**src/rtl/mac_tree_loader_if.sv**
```systemverilog
// mac_tree_loader_if: operand stream, MAC-tree write/select port and result
// stream of the MAC-tree loader, bundled as one interface.
// slave  = the loader's view, master = the surrounding environment's view.
interface mac_tree_loader_if #(
  parameter int I  = 1,
  parameter int J  = 3,
  parameter int W1 = 3,
  parameter int W2 = 7
);
  // operand stream
  logic          op_valid;
  logic          op_ready;
  logic [W1-1:0] op_data;
  logic [I-1:0]  op_tree;

  // MAC-tree write port and selects
  logic [W1-1:0] mac_wr_data;
  logic          mac_a_wren;
  logic          mac_b_wren;
  logic [J-1:0]  mac_sel0;
  logic [I-1:0]  mac_sel1;
  logic [W2-1:0] mac_result;

  // result stream
  logic          res_valid;
  logic          res_ready;
  logic [W2-1:0] res_data;
  logic [I-1:0]  res_tree;
  logic          res_err;

  modport slave (
    input  op_valid, op_data, op_tree, mac_result, res_ready,
    output op_ready, mac_wr_data, mac_a_wren, mac_b_wren, mac_sel0, mac_sel1,
           res_valid, res_data, res_tree, res_err
  );

  modport master (
    output op_valid, op_data, op_tree, mac_result, res_ready,
    input  op_ready, mac_wr_data, mac_a_wren, mac_b_wren, mac_sel0, mac_sel1,
           res_valid, res_data, res_tree, res_err
  );
endinterface

```
**src/rtl/mac_tree_loader.sv**
```systemverilog
// mac_tree_loader: streams 2*M operand beats (A lanes then B lanes) into one
// of N MAC trees, waits for the tree to settle, then returns its result on a
// valid/ready stream.
// Optional feature: define MAC_TREE_LOADER_CHECK_EN to build a reference
// dot-product accumulator that flags res_err when the tree result disagrees.
module mac_tree_loader #(
  parameter int I  = 1,
  parameter int J  = 3,
  parameter int W1 = 3,
  parameter int W2 = 7
) (
  input  logic             clk,
  input  logic             rst_n,
  mac_tree_loader_if.slave bus
);
  localparam int           M         = 2 ** J;
  localparam logic [J-1:0] LANE_LAST = J'(M - 1);
  localparam logic [J-1:0] LANE_ZERO = {J{1'b0}};
  localparam logic [J-1:0] LANE_ONE  = J'(1);
  localparam logic [1:0]   WAIT_LAST = 2'd3;

  typedef enum logic [2:0] {
    ST_IDLE   = 3'd0,
    ST_LOAD_A = 3'd1,
    ST_LOAD_B = 3'd2,
    ST_WAIT   = 3'd3,
    ST_OUT    = 3'd4
  } state_t;

  state_t        state_r;
  state_t        next_state_s;
  logic [J-1:0]  lane_cnt_r;
  logic [J-1:0]  lane_next_s;
  logic [1:0]    wait_cnt_r;
  logic [1:0]    wait_next_s;

  logic          accept_s;
  logic          a_phase_s;
  logic          b_phase_s;
  logic          capture_s;
  logic          ready_next_s;

  logic          op_ready_r;
  logic [W1-1:0] mac_wr_data_r;
  logic          mac_a_wren_r;
  logic          mac_b_wren_r;
  logic [J-1:0]  mac_sel0_r;
  logic [I-1:0]  mac_sel1_r;
  logic          res_valid_r;
  logic [W2-1:0] res_data_r;
  logic [I-1:0]  res_tree_r;

  // op_ready is registered, so a beat only transfers once the loader has
  // advertised readiness for a full cycle (never in the first cycle out of reset).
  assign accept_s = bus.op_valid && op_ready_r;

  // Next-state, lane/wait counter and phase decode.
  always_comb begin
    next_state_s = state_r;
    lane_next_s  = lane_cnt_r;
    wait_next_s  = wait_cnt_r;
    a_phase_s    = 1'b0;
    b_phase_s    = 1'b0;
    capture_s    = 1'b0;
    case (state_r)
      ST_IDLE, ST_LOAD_A: begin
        a_phase_s = 1'b1;
        if (accept_s) begin
          if (lane_cnt_r == LANE_LAST) begin
            next_state_s = ST_LOAD_B;
            lane_next_s  = LANE_ZERO;
          end else begin
            next_state_s = ST_LOAD_A;
            lane_next_s  = lane_cnt_r + LANE_ONE;
          end
        end else begin
          next_state_s = state_r;
        end
      end
      ST_LOAD_B: begin
        b_phase_s = 1'b1;
        if (accept_s) begin
          if (lane_cnt_r == LANE_LAST) begin
            next_state_s = ST_WAIT;
            lane_next_s  = LANE_ZERO;
            wait_next_s  = 2'd0;
          end else begin
            lane_next_s  = lane_cnt_r + LANE_ONE;
          end
        end else begin
          next_state_s = ST_LOAD_B;
        end
      end
      ST_WAIT: begin
        // Last B write lands one edge after acceptance; three more edges
        // let the tree settle before the result is sampled.
        if (wait_cnt_r == WAIT_LAST) begin
          capture_s    = 1'b1;
          next_state_s = ST_OUT;
          wait_next_s  = 2'd0;
        end else begin
          wait_next_s  = wait_cnt_r + 2'd1;
        end
      end
      ST_OUT: begin
        if (res_valid_r && bus.res_ready) begin
          next_state_s = ST_IDLE;
        end else begin
          next_state_s = ST_OUT;
        end
      end
      default: begin
        next_state_s = ST_IDLE;
        lane_next_s  = LANE_ZERO;
        wait_next_s  = 2'd0;
      end
    endcase
    ready_next_s = (next_state_s == ST_IDLE) || (next_state_s == ST_LOAD_A) ||
                   (next_state_s == ST_LOAD_B);
  end

  // State, counters and operand-side readiness.
  always_ff @(posedge clk or negedge rst_n) begin
    if (!rst_n) begin
      state_r    <= ST_IDLE;
      lane_cnt_r <= LANE_ZERO;
      wait_cnt_r <= 2'd0;
      op_ready_r <= 1'b0;
    end else begin
      state_r    <= next_state_s;
      lane_cnt_r <= lane_next_s;
      wait_cnt_r <= wait_next_s;
      op_ready_r <= ready_next_s;
    end
  end

  // Registered MAC-tree write port: one strobe per accepted beat, tree select
  // latched from the first A beat and held for the whole transaction.
  always_ff @(posedge clk or negedge rst_n) begin
    if (!rst_n) begin
      mac_wr_data_r <= {W1{1'b0}};
      mac_a_wren_r  <= 1'b0;
      mac_b_wren_r  <= 1'b0;
      mac_sel0_r    <= LANE_ZERO;
      mac_sel1_r    <= {I{1'b0}};
    end else begin
      mac_a_wren_r <= accept_s && a_phase_s;
      mac_b_wren_r <= accept_s && b_phase_s;
      if (accept_s) begin
        mac_wr_data_r <= bus.op_data;
        mac_sel0_r    <= lane_cnt_r;
      end else begin
        mac_wr_data_r <= mac_wr_data_r;
        mac_sel0_r    <= mac_sel0_r;
      end
      if (accept_s && (state_r == ST_IDLE)) begin
        mac_sel1_r <= bus.op_tree;
      end else begin
        mac_sel1_r <= mac_sel1_r;
      end
    end
  end

  // Result capture and hold until the consumer takes it.
  always_ff @(posedge clk or negedge rst_n) begin
    if (!rst_n) begin
      res_valid_r <= 1'b0;
      res_data_r  <= {W2{1'b0}};
      res_tree_r  <= {I{1'b0}};
    end else if (capture_s) begin
      res_valid_r <= 1'b1;
      res_data_r  <= bus.mac_result;
      res_tree_r  <= mac_sel1_r;
    end else if (res_valid_r && bus.res_ready) begin
      res_valid_r <= 1'b0;
    end else begin
      res_valid_r <= res_valid_r;
    end
  end

`ifdef MAC_TREE_LOADER_CHECK_EN
  // Wide enough that acc + a*b never overflows before truncation.
  localparam int PW = 2 * W1 + W2 + 1;

  logic [W1-1:0] a_mem_r [M];
  logic [W2-1:0] acc_r;
  logic          res_err_r;

  // One multiply-accumulate step, wrapping modulo 2**W2 like the tree.
  function automatic logic [W2-1:0] mac_step(input logic [W2-1:0] acc,
                                             input logic [W1-1:0] a,
                                             input logic [W1-1:0] b);
    logic [PW-1:0] sum;
    sum = PW'(acc) + (PW'(a) * PW'(b));
    return sum[W2-1:0];
  endfunction

  // Keep each A operand so it can be paired with the B beat of the same lane.
  always_ff @(posedge clk or negedge rst_n) begin
    if (!rst_n) begin
      for (int l = 0; l < M; l++) a_mem_r[l] <= {W1{1'b0}};
    end else if (accept_s && a_phase_s) begin
      a_mem_r[lane_cnt_r] <= bus.op_data;
    end else begin
      a_mem_r <= a_mem_r;
    end
  end

  // Reference dot product, restarted on the first beat of each transaction.
  always_ff @(posedge clk or negedge rst_n) begin
    if (!rst_n) begin
      acc_r <= {W2{1'b0}};
    end else if (accept_s && (state_r == ST_IDLE)) begin
      acc_r <= {W2{1'b0}};
    end else if (accept_s && b_phase_s) begin
      acc_r <= mac_step(acc_r, a_mem_r[lane_cnt_r], bus.op_data);
    end else begin
      acc_r <= acc_r;
    end
  end

  // Mismatch flag rises with res_valid and drops on the result handshake.
  always_ff @(posedge clk or negedge rst_n) begin
    if (!rst_n) begin
      res_err_r <= 1'b0;
    end else if (capture_s) begin
      res_err_r <= (acc_r != bus.mac_result);
    end else if (res_valid_r && bus.res_ready) begin
      res_err_r <= 1'b0;
    end else begin
      res_err_r <= res_err_r;
    end
  end

  assign bus.res_err = res_err_r;
`else
  assign bus.res_err = 1'b0;
`endif

  assign bus.op_ready    = op_ready_r;
  assign bus.mac_wr_data = mac_wr_data_r;
  assign bus.mac_a_wren  = mac_a_wren_r;
  assign bus.mac_b_wren  = mac_b_wren_r;
  assign bus.mac_sel0    = mac_sel0_r;
  assign bus.mac_sel1    = mac_sel1_r;
  assign bus.res_valid   = res_valid_r;
  assign bus.res_data    = res_data_r;
  assign bus.res_tree    = res_tree_r;
endmodule

```
**src/flat_wrapper.sv**
```systemverilog
// flat-port wrapper written by rule: the top's interface ports become plain ports
module mac_tree_loader_flat 
#(
  parameter int I  = 1,
  parameter int J  = 3,
  parameter int W1 = 3,
  parameter int W2 = 7
)
  (clk, rst_n, bus_op_valid, bus_op_data, bus_op_tree, bus_mac_result, bus_res_ready, bus_op_ready, bus_mac_wr_data, bus_mac_a_wren, bus_mac_b_wren, bus_mac_sel0, bus_mac_sel1, bus_res_valid, bus_res_data, bus_res_tree, bus_res_err);
  mac_tree_loader_if #(.I(I), .J(J), .W1(W1), .W2(W2)) bus_i ();
  input  logic clk;
  input  logic rst_n;
  input wire logic [$bits(bus_i.op_valid)-1:0] bus_op_valid;
  input wire logic [$bits(bus_i.op_data)-1:0] bus_op_data;
  input wire logic [$bits(bus_i.op_tree)-1:0] bus_op_tree;
  input wire logic [$bits(bus_i.mac_result)-1:0] bus_mac_result;
  input wire logic [$bits(bus_i.res_ready)-1:0] bus_res_ready;
  output wire logic [$bits(bus_i.op_ready)-1:0] bus_op_ready;
  output wire logic [$bits(bus_i.mac_wr_data)-1:0] bus_mac_wr_data;
  output wire logic [$bits(bus_i.mac_a_wren)-1:0] bus_mac_a_wren;
  output wire logic [$bits(bus_i.mac_b_wren)-1:0] bus_mac_b_wren;
  output wire logic [$bits(bus_i.mac_sel0)-1:0] bus_mac_sel0;
  output wire logic [$bits(bus_i.mac_sel1)-1:0] bus_mac_sel1;
  output wire logic [$bits(bus_i.res_valid)-1:0] bus_res_valid;
  output wire logic [$bits(bus_i.res_data)-1:0] bus_res_data;
  output wire logic [$bits(bus_i.res_tree)-1:0] bus_res_tree;
  output wire logic [$bits(bus_i.res_err)-1:0] bus_res_err;
  assign bus_i.op_valid = bus_op_valid;
  assign bus_i.op_data = bus_op_data;
  assign bus_i.op_tree = bus_op_tree;
  assign bus_i.mac_result = bus_mac_result;
  assign bus_i.res_ready = bus_res_ready;
  assign bus_op_ready = bus_i.op_ready;
  assign bus_mac_wr_data = bus_i.mac_wr_data;
  assign bus_mac_a_wren = bus_i.mac_a_wren;
  assign bus_mac_b_wren = bus_i.mac_b_wren;
  assign bus_mac_sel0 = bus_i.mac_sel0;
  assign bus_mac_sel1 = bus_i.mac_sel1;
  assign bus_res_valid = bus_i.res_valid;
  assign bus_res_data = bus_i.res_data;
  assign bus_res_tree = bus_i.res_tree;
  assign bus_res_err = bus_i.res_err;
  mac_tree_loader #(.I(I), .J(J), .W1(W1), .W2(W2)) u_core (.clk(clk), .rst_n(rst_n), .bus(bus_i));
endmodule
```
**config.mk**
```make
export PLATFORM = sky130hd
export DESIGN_NAME = mac_tree_loader_flat
export DESIGN_NICKNAME = d
export VERILOG_FILES = /design/src/rtl/mac_tree_loader_if.sv /design/src/rtl/mac_tree_loader.sv /design/src/flat_wrapper.sv
export SDC_FILE = /design/constraint.sdc
export NUM_CORES = 1
export LEC_CHECK = 0
export BUFFER_PORTS_ARGS = -buffer_cell sky130_fd_sc_hd__buf_2
export CORE_MARGIN = 2
export CORE_UTILIZATION = 50
export CTS_CLUSTER_DIAMETER = 30
export CTS_CLUSTER_SIZE = 30
export DETAILED_ROUTE_END_ITERATION = 10
export PLACE_DENSITY = 0.77
export SLEW_MARGIN = 0
export SYNTH_ARGS = -nofsm -noshare
export SYNTH_HDL_FRONTEND = slang
export SYNTH_SLANG_ARGS = --single-unit
```
**constraint.sdc**
```tcl
create_clock -name clk -period 1.8 [get_ports clk]
set_input_delay 0.09 -clock clk [delete_from_list [all_inputs] [get_ports clk]]
set_output_delay 0.09 -clock clk [all_outputs]
set_load 0.01 [all_outputs]
```
==> metrics.md <==
| Metric | Value |
|---|---|
| Critical Path RT | 2.06 ns |
| Initial antenna violation count | 0 |
| WL final | 2.433 mm |
| Sink Count | 27 |
| Gpl congestion | 0.8212 |
| Yosys warnings | 0 |
| FF-to-FF path depth | 6 |
| Worst-path clk slew | 0.14 ns |
| Mapped cell area | 0.001241 mm2 |
| Critical path origin | u_core.lane_cnt_r[0] |
| Register Area | 675.6 um2 |
| FF-to-FF Start | u_core.lane_cnt_r[0] |
| Detail Route Antenna Nets | 0 |
| Mapped Nets | 132 |
| Fmax | 618.3 MHz |
| Die Ht | 53.83 um |
| CP startpoint kind | flip-flop |
| Crit-path cells | ha_1, ha_1, a31o_2, a21oi_1, o21ai_0, o21ai_1 |
| Pleak | 0.0008011 uW |
| Worst setup path category | flip-flop to flip-flop |
| Layout Nets | 177 |
| Die area | 0.002897 mm2 |
| Power density cells | 1532 mW/mm2 |
| DR vias/cell | 5.214 |
| Core Area | 0.002410 mm2 |
| Total GRT Usage | 0.1987 |
| Max-slew violation count | 0 |
| Post-synthesis sequential area ratio | 0.5444 |
| FF-to-FF setup slack | 0.18 ns |
| Hpwl dp | 1.666 mm |
| FP Rows | 18 |
| Synth unique cells | 31 |
| IO Pins | 35 |
| Vias in the first global route | 965 |
| Diode count | 0 |
| Cells after Synth | 113 |
| Count of final hold-check violations | 0 |
| Clock latency on the worst-skew pair | 0.32 ns |
| Drt pass-1 iters | 4 |
| First-pass GRT wire length | 4.153 mm |
| Crit path capture type | flip-flop |
| Setup violations, final | 0 |
| Worst path max stage delay | 0.46 ns |
| Filler Cell Count | 183 |
| Status | finished, final reports clean |
| GRT overflow | 0 |
| Worst r2r dst | u_core.wait_cnt_r[0] |
| Vias | 975 |
| Worst path arrival time | 1.87 ns |
| Port Buffer Count | 33 |
| Flop pwr share | 0.475 |
| Switch share | 0.3899 |
| Max VDD drop | 0.001021 V |
| Post-CTS repair timing setup buffer count | 0 |
| Number of synthesized register bits | 27 |
| Area Growth Syn to Fin | 25.71% |
| Most frequent CP cell | ha_1 |
| Worst min path class | primary input to flip-flop |
| Worst rel slew slack | 0.6016 |
| Fin crit share | 0.8985 |
| Slowest CP cell | dfrtp_1 |
| Starting density of the core | 0.5151 |
| Comb power frac | 0.416 |
| Crit path max fanout | 6 |
| Fin Setup TNS | 0 ns |
| Largest net degree at the start of global routing | 28 |
| Clock root cell | clkbuf_4 |
| Share of layout cells above drive strength 1 | 0.3376 |
| CTS H-tree lvls | 1 |
| Chip width | 53.83 um |
| Skew final | 0.005287 ns |
| CTS tree | done |
| Worst hold stages | 3 |
| Area of the multi-input gates | 521.8 um2 |
| Net Switching | 932.3 uW |
| Min Tclk post-route | 1.617 ns |
| Syn avg cell area | 10.98 um2 |
| Clock network power share | 0.109 |
| Fin cells | 187 |
| Cell Count Post-Placement | 170 |
| Worst-margin pin slew | 0.5976 ns |
| Maxcap violations | 0 |
| Setup crit end | u_core.wait_cnt_r[0] |
| DR WL/cell | 13.01 um |
| Clock Path Buffers | 2 |
| Initial DRC Count | 14 |
| Pint | 1459 uW |
| Residual DRC | 0 |
| RSZ-0062 raised after global routing | no |
| CTS Buf Count | 3 |
[synth_stat cells (all sizes together)]
master | number | area, um2
nor2 | 6 | 22.52
or3 | 1 | 6.260
nand4b | 2 | 32.53
a21oi | 7 | 35.03
buf | 5 | 35.03
nor4 | 3 | 18.77
nand2 | 26 | 102.6
dfrtp | 27 | 675.7
a2bb2oi | 2 | 17.52
a31o | 1 | 8.760
ha | 4 | 50.05
and2 | 1 | 8.760
inv | 1 | 3.750
nor3 | 1 | 5.000
o21ai | 3 | 15.01
and2b | 1 | 7.510
and3 | 1 | 6.260
conb | 1 | 3.750
clkbuf | 1 | 5.000
o22ai | 3 | 18.77
nand4 | 1 | 6.260
a311oi | 1 | 15.01
mux2 | 9 | 101.4
nand3 | 3 | 20.02
o211ai | 1 | 12.51
a22oi | 1 | 7.510
[cells in the final DEF, fill, tap and decap left out, types with 2 or more instances in the layout]
master         count
nor4_1             3
nor2_1             6
nand2_1           24
a21oi_1            7
o22ai_1            3
dlygate4sd3_1     13
nand3_1            2
dfrtp_1           27
ha_1               4
buf_2             33
nand2_2            2
mux2_2             9
clkbuf_4           3
o21ai_0            2
a2bb2oi_1          2
[per-stage QoR]
stage | setup slack [ns] | hold WS, ns | utilization | cell area [um2] | power (uW)
final | 0.1827 | 0.1773 | 0.6475 | 1560 | 2391
after global routing | 0.07310 | 0.1771 | 0.6475 | 1560 | 2604
after CTS | 0.1892 | 0.004851 | 0.6433 | 1550 | 2413
after detailed placement | 0.2225 | 0.1276 | 0.5826 | 1404 | 2138
after global placement | 0.3293 | 0.1205 | 0.5826 | 1404 | 2077
after floorplan | 0.3798 | -0.2056 | - | 1241 | 1821
[power groups by stage]
stage / clock network, uW / registers [uW] / logic (uW)
2_1_floorplan: 0 / 1130 / 687
4_1_cts: 268 / 1140 / 1010
3_5_place_dp: 0 / 1150 / 986
5_1_grt: 290 / 1190 / 1130
3_3_place_gp: 0 / 1130 / 944
6_report: 260 / 1140 / 995
[timing repair]
item	CTS	global route
hold buffers	12	1
resized for setup	0	0
hold endpoints to repair	38	1
[worst min path at each step]
stage	slack, ns	startpoint	endpoint
floorplan	-0.21	rst_n	u_core.bus.mac_a_wren
global placement	0.12	rst_n	u_core.bus.mac_wr_data[2]
detailed placement	0.13	rst_n	u_core.bus.mac_wr_data[2]
CTS	0.005	bus_mac_result[1]	u_core.bus.res_data[1]
global route	0.18	bus_op_valid	u_core.bus.mac_a_wren
finish	0.18	bus_op_valid	u_core.bus.mac_a_wren
[flip-flops by register name, indices dropped and copies added (netlist names)]
register / count
u_core.bus.res_data: 7
u_core.bus.mac_sel0: 3
u_core.bus.mac_wr_data: 3
u_core.lane_cnt_r: 3
u_core.state_r: 3
u_core.wait_cnt_r: 2
u_core.bus.mac_a_wren: 1
u_core.bus.mac_b_wren: 1
u_core.bus.mac_sel1: 1
u_core.bus.op_ready: 1
u_core.bus.res_tree: 1
u_core.bus.res_valid: 1
[cell families after synthesis]
group | Yosys count | share of synthesized area
other cells | 1 | 0.003021
fa+ha+maj | 4 | 0.04032
simple gates | 46 | 0.1905
flops | 27 | 0.5444
buf+inv | 7 | 0.03527
compound gates | 19 | 0.1048
mux | 9 | 0.08166
[layer usage]
layer  up-vias  global-route usage  share of wire
li1        480                   -              -
met1       467              0.2367           0.45
met2        26              0.3577           0.49
met3         2             0.04444          0.045
met4         0             0.05128         0.0074
met5         -                   0              0
[final cells by class]
type	count	share of cell area
clock buffers	4	0.01684
well taps	30	0.02406
flip-flops and latches	27	0.4330
repair buffers	46	0.1893
inverters	1	0.002406
multi-input cells	79	0.3344
[worst max-delay path: cells and delay by family, from the launching register on]
kind / cells / cell delay [ns]
flip-flops: 1 / 0.46
AO/OA/AOI/OAI: 4 / 0.58
adder cells (fa/ha/maj): 2 / 0.52
Note: power is estimated with default switching activity, not from simulation.
